`src/rtl/morse_pkg.sv`:
```
// Shared types and defaults for the Morse symbol sequencer.
package morse_pkg;

   typedef enum logic [2:0] {
      S_IDLE  = 3'd0,
      S_ELEM  = 3'd1,
      S_EWAIT = 3'd2,
      S_SPACE = 3'd3,
      S_SWAIT = 3'd4
   } state_e;

   typedef enum logic [2:0] {
      P_NONE = 3'd0,
      P_DOT  = 3'd1,
      P_DASH = 3'd2,
      P_CHAR = 3'd3,
      P_WORD = 3'd4
   } pulse_e;

   localparam int DOT_HOLD_DEF  = 2;
   localparam int CHAR_HOLD_DEF = 4;
   localparam int WORD_HOLD_DEF = 8;
   localparam int SYM_W         = 9;
   localparam int HOLD_W        = 8;

   // One queued character: element count, element bits (LSB first), terminator kind.
   typedef struct packed {
      logic [2:0] len;
      logic [4:0] pattern;
      logic       word_end;
   } sym_t;

   // Element counts above five are treated as five.
   function automatic logic [2:0] clamp_len(input logic [2:0] len);
      return (len > 3'd5) ? 3'd5 : len;
   endfunction

endpackage

```
`src/rtl/morse_sym_fifo.sv`:
```
// Small synchronous FIFO holding queued Morse characters.
// A push is refused when full even if a pop happens in the same cycle.
module morse_sym_fifo #(
   parameter int DEPTH = 4,
   parameter int WIDTH = 9
) (
   input  logic             clk,
   input  logic             rst,
   input  logic             flush,
   input  logic             push,
   input  logic [WIDTH-1:0] wdata,
   input  logic             pop,
   output logic [WIDTH-1:0] rdata,
   output logic             empty,
   output logic             full
);
   localparam int AW = $clog2(DEPTH);

   logic [WIDTH-1:0] mem [DEPTH];
   logic [AW-1:0]    wr_ptr;
   logic [AW-1:0]    rd_ptr;
   logic [AW:0]      count;
   logic             do_push;
   logic             do_pop;

   assign empty   = (count == '0);
   assign full    = (count == (AW+1)'(DEPTH));
   assign do_push = push && !full && !flush;
   assign do_pop  = pop && !empty && !flush;
   assign rdata   = mem[rd_ptr];

   // Storage write; no reset needed because count gates every read.
   always_ff @(posedge clk) begin
      if (do_push) begin
         mem[wr_ptr] <= wdata;
      end
   end

   // Pointers wrap naturally modulo DEPTH; flush empties the queue.
   always_ff @(posedge clk or posedge rst) begin
      if (rst) begin
         wr_ptr <= '0;
         rd_ptr <= '0;
         count  <= '0;
      end else if (flush) begin
         wr_ptr <= '0;
         rd_ptr <= '0;
         count  <= '0;
      end else begin
         if (do_push) begin
            wr_ptr <= wr_ptr + AW'(1);
         end
         if (do_pop) begin
            rd_ptr <= rd_ptr + AW'(1);
         end
         case ({do_push, do_pop})
            2'b10:   count <= count + (AW+1)'(1);
            2'b01:   count <= count - (AW+1)'(1);
            default: count <= count;
         endcase
      end
   end

endmodule

```
`src/rtl/morse_sequencer.sv`:
```
// Turns queued Morse characters into single-cycle dot/dash/space requests
// while enforcing minimum spacing between consecutive requests.
module morse_sequencer
   import morse_pkg::*;
#(
   parameter int DEPTH     = 4,
   parameter int DOT_HOLD  = DOT_HOLD_DEF,
   parameter int CHAR_HOLD = CHAR_HOLD_DEF,
   parameter int WORD_HOLD = WORD_HOLD_DEF
) (
   input  logic       clk,
   input  logic       rst,
   input  logic       in_valid,
   output logic       in_ready,
   input  logic [2:0] in_len,
   input  logic [4:0] in_pattern,
   input  logic       in_word_end,
   input  logic       flush,
   output logic       dot_out,
   output logic       dash_out,
   output logic       char_space_out,
   output logic       word_space_out,
   output logic       busy
);
   // Wait-state lengths: the next pulse lands exactly HOLD cycles after the last.
   localparam logic [HOLD_W-1:0] DOT_LOAD  = HOLD_W'(DOT_HOLD - 2);
   localparam logic [HOLD_W-1:0] CHAR_LOAD = HOLD_W'(CHAR_HOLD - 3);
   localparam logic [HOLD_W-1:0] WORD_LOAD = HOLD_W'(WORD_HOLD - 3);

   sym_t              wr_sym;
   sym_t              head;
   logic              fifo_empty;
   logic              fifo_full;
   logic              pop;
   state_e            state, state_next;
   pulse_e            pulse_next;
   logic [HOLD_W-1:0] cnt, cnt_next;
   logic [2:0]        idx, idx_next, idx_inc;
   logic [2:0]        len, len_next;
   logic [4:0]        pattern, pattern_next;
   logic              word_end, word_end_next;

   assign wr_sym   = '{len: clamp_len(in_len), pattern: in_pattern, word_end: in_word_end};
   assign in_ready = !fifo_full;
   assign busy     = (state != S_IDLE) || !fifo_empty;
   assign idx_inc  = idx + 3'd1;

   morse_sym_fifo #(.DEPTH(DEPTH), .WIDTH(SYM_W)) u_fifo (
      .clk   (clk),
      .rst   (rst),
      .flush (flush),
      .push  (in_valid),
      .wdata (wr_sym),
      .pop   (pop),
      .rdata (head),
      .empty (fifo_empty),
      .full  (fifo_full)
   );

   // Next-state logic; pulses are decided on entry to S_ELEM/S_SPACE so they can be registered.
   always_comb begin
      state_next    = state;
      pulse_next    = P_NONE;
      cnt_next      = cnt;
      idx_next      = idx;
      len_next      = len;
      pattern_next  = pattern;
      word_end_next = word_end;
      pop           = 1'b0;
      case (state)
         S_IDLE: begin
            if (!fifo_empty) begin
               pop           = 1'b1;
               len_next      = head.len;
               pattern_next  = head.pattern;
               word_end_next = head.word_end;
               idx_next      = 3'd0;
               if (head.len != 3'd0) begin
                  state_next = S_ELEM;
                  pulse_next = head.pattern[0] ? P_DASH : P_DOT;
               end else begin
                  state_next = S_SPACE;
                  pulse_next = head.word_end ? P_WORD : P_CHAR;
               end
            end else begin
               state_next = S_IDLE;
            end
         end
         S_ELEM: begin
            cnt_next   = DOT_LOAD;
            state_next = S_EWAIT;
         end
         S_EWAIT: begin
            if (cnt != '0) begin
               cnt_next = cnt - HOLD_W'(1);
            end else if (idx_inc < len) begin
               idx_next   = idx_inc;
               state_next = S_ELEM;
               pulse_next = pattern[idx_inc] ? P_DASH : P_DOT;
            end else begin
               state_next = S_SPACE;
               pulse_next = word_end ? P_WORD : P_CHAR;
            end
         end
         S_SPACE: begin
            cnt_next   = word_end ? WORD_LOAD : CHAR_LOAD;
            state_next = S_SWAIT;
         end
         S_SWAIT: begin
            if (cnt != '0) begin
               cnt_next = cnt - HOLD_W'(1);
            end else begin
               state_next = S_IDLE;
            end
         end
         default: begin
            state_next = S_IDLE;
         end
      endcase
      if (flush) begin
         state_next = S_IDLE;
         pulse_next = P_NONE;
         cnt_next   = '0;
         idx_next   = 3'd0;
         pop        = 1'b0;
      end else begin
         pop = pop;
      end
   end

   // State, working registers and registered request pulses.
   always_ff @(posedge clk or posedge rst) begin
      if (rst) begin
         state          <= S_IDLE;
         cnt            <= '0;
         idx            <= 3'd0;
         len            <= 3'd0;
         pattern        <= 5'd0;
         word_end       <= 1'b0;
         dot_out        <= 1'b0;
         dash_out       <= 1'b0;
         char_space_out <= 1'b0;
         word_space_out <= 1'b0;
      end else begin
         state          <= state_next;
         cnt            <= cnt_next;
         idx            <= idx_next;
         len            <= len_next;
         pattern        <= pattern_next;
         word_end       <= word_end_next;
         dot_out        <= (pulse_next == P_DOT);
         dash_out       <= (pulse_next == P_DASH);
         char_space_out <= (pulse_next == P_CHAR);
         word_space_out <= (pulse_next == P_WORD);
      end
   end

endmodule

```
`config.mk`:
```
export PLATFORM = sky130hd
export DESIGN_NAME = morse_sequencer
export DESIGN_NICKNAME = d
export VERILOG_FILES = /design/src/rtl/morse_pkg.sv /design/src/rtl/morse_sym_fifo.sv /design/src/rtl/morse_sequencer.sv
export SDC_FILE = /design/constraint.sdc
export NUM_CORES = 1
export LEC_CHECK = 0
export CAP_MARGIN = 20
export CORE_AREA = 4 4 95 97
export CTS_CLUSTER_SIZE = 10
export DETAILED_ROUTE_END_ITERATION = 7
export DIE_AREA = 0 0 99 101
export SYNTH_ARGS = -nofsm -noshare
export SYNTH_HDL_FRONTEND = slang
export SYNTH_SLANG_ARGS = --single-unit
```
`constraint.sdc`:
```
create_clock -name clk -period 6.3 [get_ports clk]
set_clock_uncertainty 0.05 [all_clocks]
set_input_delay 0.63 -clock clk [delete_from_list [all_inputs] [get_ports clk]]
set_output_delay 0.63 -clock clk [all_outputs]
set_load 0.1 [all_outputs]
```
==> reports/qor.txt <==
Outcome: finished clean
Worst path arrival time: 2.39 ns
TritonCTS Buffers: 9
Area share of the largest cell type after synthesis: 31.87%
Hold-fix buffers at CTS: 0
Antenna Nets Post-Route: 0
Share of layout cells above drive strength 1: 10.26%
GRT Util Overall: 13.48%
Root buf cell: clkbuf_8
Number of max-slew violations in the final report: 0
Core area: 8134 um2
Syn Inst Count: 281
RSZ-0062 raised after global routing: no
Ys async rst share: 48.57%
Drt total wl: 6206 um
Fmax: 325.5 MHz
DR vias/cell: 5.329
R2R depth: 7
Slew HR: 35.11%
R2r startpoint: idx[0]$_DFFE_PP0P_
Effective utilization at floorplan: 41.70%
PwrDens: 466.6 nW/um2
Post-synth EDFFs: 36
Commonest cells after routing, fill and taps aside: nand2_1, edfxtp_1, dfrtp_1
Grt ovf: 0
I/O pin count: 19
Worst skew pair latency: 0.35 ns
MaxCap Viol Count: 0
Post-Syn Area per Cell: 12.07 um2
Global-route wire length before repair: 10630 um
Post-Layout Inst Area: 3875 um2
Post-CTS Setup Inserts: 0
DRT Pass-1 Iters: 4
Die Y: 101 um
Worst-Margin Slew: 0.9704 ns
Tmin final: 3.072 ns
Distinct cells, synth: 54
Reg-to-Reg End: dash_out$_DFF_PP0_
Diodes inserted: 0
Clk sinks: 70
Antenna violations before repair: 0
Cell area after placement: 3646 um2
CTS Buffer Depth: 2
Setup TNS: 0 ns
Chip Width: 99 um
Final worst-path cycle share: 48.77%
Min-Delay Startpoint: len[0]$_DFFE_PP0N_
Sequential fraction of the synthesis area: 56.95%
Largest net degree at the start of global routing: 35
WS Path Type: flop to primary output
Final core utilization: 47.64%
DP Wirelength: 4232 um
Final Hold Fails: 0
Hold WC Path Type: flop to flop
Number of placement rows: 33
# nets final: 320
Synthesized Nets: 304
Startpoint Class: flop
Most common cell after layout, fill and taps aside: nand2_1
Synth Flop Type: edfxtp_1
Hold Path Depth: 2
Via count: 2169
Leakage: 1.480 nW
CTS H-tree lvls: 3
Synth area leader: edfxtp_1
Cell area after synthesis: 3392 um2
Worst-case vdd ir drop: 0.1778 mV
Synth area leaders: edfxtp_1, dfrtp_1, nand2_1
RD Place Congestion: 0.8541
Post-cts sizing count: 0
Average wire per standard cell: 15.25 um
Vias in the first global route: 2219
Crit-path max FO: 12
Initial DRC Count: 84
Final-report setup violation count: 0
Drt drc: 0
Hold Path End: len[0]$_DFFE_PP0N_
R2R setup slack: 3.63 ns
Area Overhead vs Synth: 14.24%
Worst Setup End Kind: primary output
Worst EP required: 5.62 ns
CTS tree: built
Flops & latches, synth: 70
DIE AREA: 9999 um2
Port bufs: 18
Clock-pin slew on the worst setup and hold paths: 0.08 ns
Synthesis warning total: 0
sequential cells by signal, indices dropped and copies added (netlist names):
signal          count
u_fifo.mem         36
cnt                 8
pattern             5
idx                 3
len                 3
state               3
u_fifo.count        3
u_fifo.rd_ptr       2
u_fifo.wr_ptr       2
char_space_out      1
dash_out            1
dot_out             1
word_end            1
word_space_out      1
Yosys cell counts (2+ instances only):
| cell | count |
|---|---|
| a211oi_1 | 3 |
| a21o_1 | 2 |
| a21oi_1 | 11 |
| a22oi_2 | 2 |
| a31oi_1 | 2 |
| and2_0 | 2 |
| and2_1 | 5 |
| buf_2 | 4 |
| clkbuf_1 | 8 |
| dfrtp_1 | 34 |
| edfxtp_1 | 36 |
| ha_1 | 9 |
| inv_1 | 16 |
| mux2i_1 | 2 |
| mux4_1 | 5 |
| mux4_2 | 5 |
| nand2_1 | 37 |
| nand2b_1 | 3 |
| nand3_1 | 13 |
| nor2_1 | 15 |
| nor2b_1 | 3 |
| nor3_1 | 7 |
| nor3b_1 | 3 |
| o211ai_1 | 4 |
| o21ai_0 | 7 |
| o2bb2ai_1 | 2 |
| or3_1 | 8 |
| xnor2_1 | 6 |
| xor2_1 | 2 |
critical path: stages, from the launching register on:
cell             delay [ns]
dfrtp_1                0.51
nor3_1                 0.47
nand2b_1               0.09
clkdlybuf4s50_1        0.98
kinds of logic after synthesis:
kind of cell,share of synthesized area (%)
DFF,56.95
xor gates and xnor gates,2.066
and+or+nand+nor,15.09
muxes,8.115
AOI/OAI and AO/OA,10.18
adders and majority gates,3.910
buffers and inverters,3.689
worst max-delay path by stage:
stage,end,cells past startpoint,slack (ns),start
after floorplan,dash_out$_DFF_PP0_,7,3.88,idx[0]$_DFFE_PP0P_
after global placement,u_fifo.count[2]$_DFFE_PP0P_,8,3.48,flush
after detailed placement,cnt[7]$_DFFE_PP0P_,4,3.40,flush
after CTS,busy,3,3.20,state[0]$_DFFE_PP0P_
after global routing,busy,3,3.08,state[0]$_DFFE_PP0P_
final,busy,3,3.23,state[0]$_DFFE_PP0P_
routing by layer:
metal / vias up / wire [um] / global-route usage (%)
met1: 1073 / 2937 / 16.85
met3: 5 / 234 / 3.945
met4: 0 / 39 / 4.097
met5: - / 0 / 0
met2: 36 / 2994 / 22.68
li1: 1055 / - / -
metrics by stage:
stage                     setup WS [ns]  std cells  hold WS [ns]  total power [W]
after floorplan                   3.880        281        0.3879         0.001255
after global placement            3.475        391        0.4192         0.001398
after detailed placement          3.403        391        0.4358         0.001407
after CTS                         3.198        407        0.4549         0.001828
after global routing              3.079        407        0.4693         0.001937
final                             3.228        407        0.4548         0.001808
final cells by class:
cell class | instances | area, um2
clock buffer | 9 | 123.9
clock inverter | 7 | 105.1
fill | 733 | 4259
inverter | 16 | 60.06
multi-input combinational | 181 | 1335
sequential | 70 | 1932
tap | 105 | 131.4
timing repair buffer | 19 | 187.7
report_power, final:
part | switching (W) | internal (W) | leakage (nW)
sequential | 0.0000873 | 0.000567 | 0.778
combinational | 0.000474 | 0.000266 | 0.590
clock | 0.000184 | 0.000229 | 0.112
total | 0.000745 | 0.00106 | 1.48
Power figures use the tool's default switching activity.
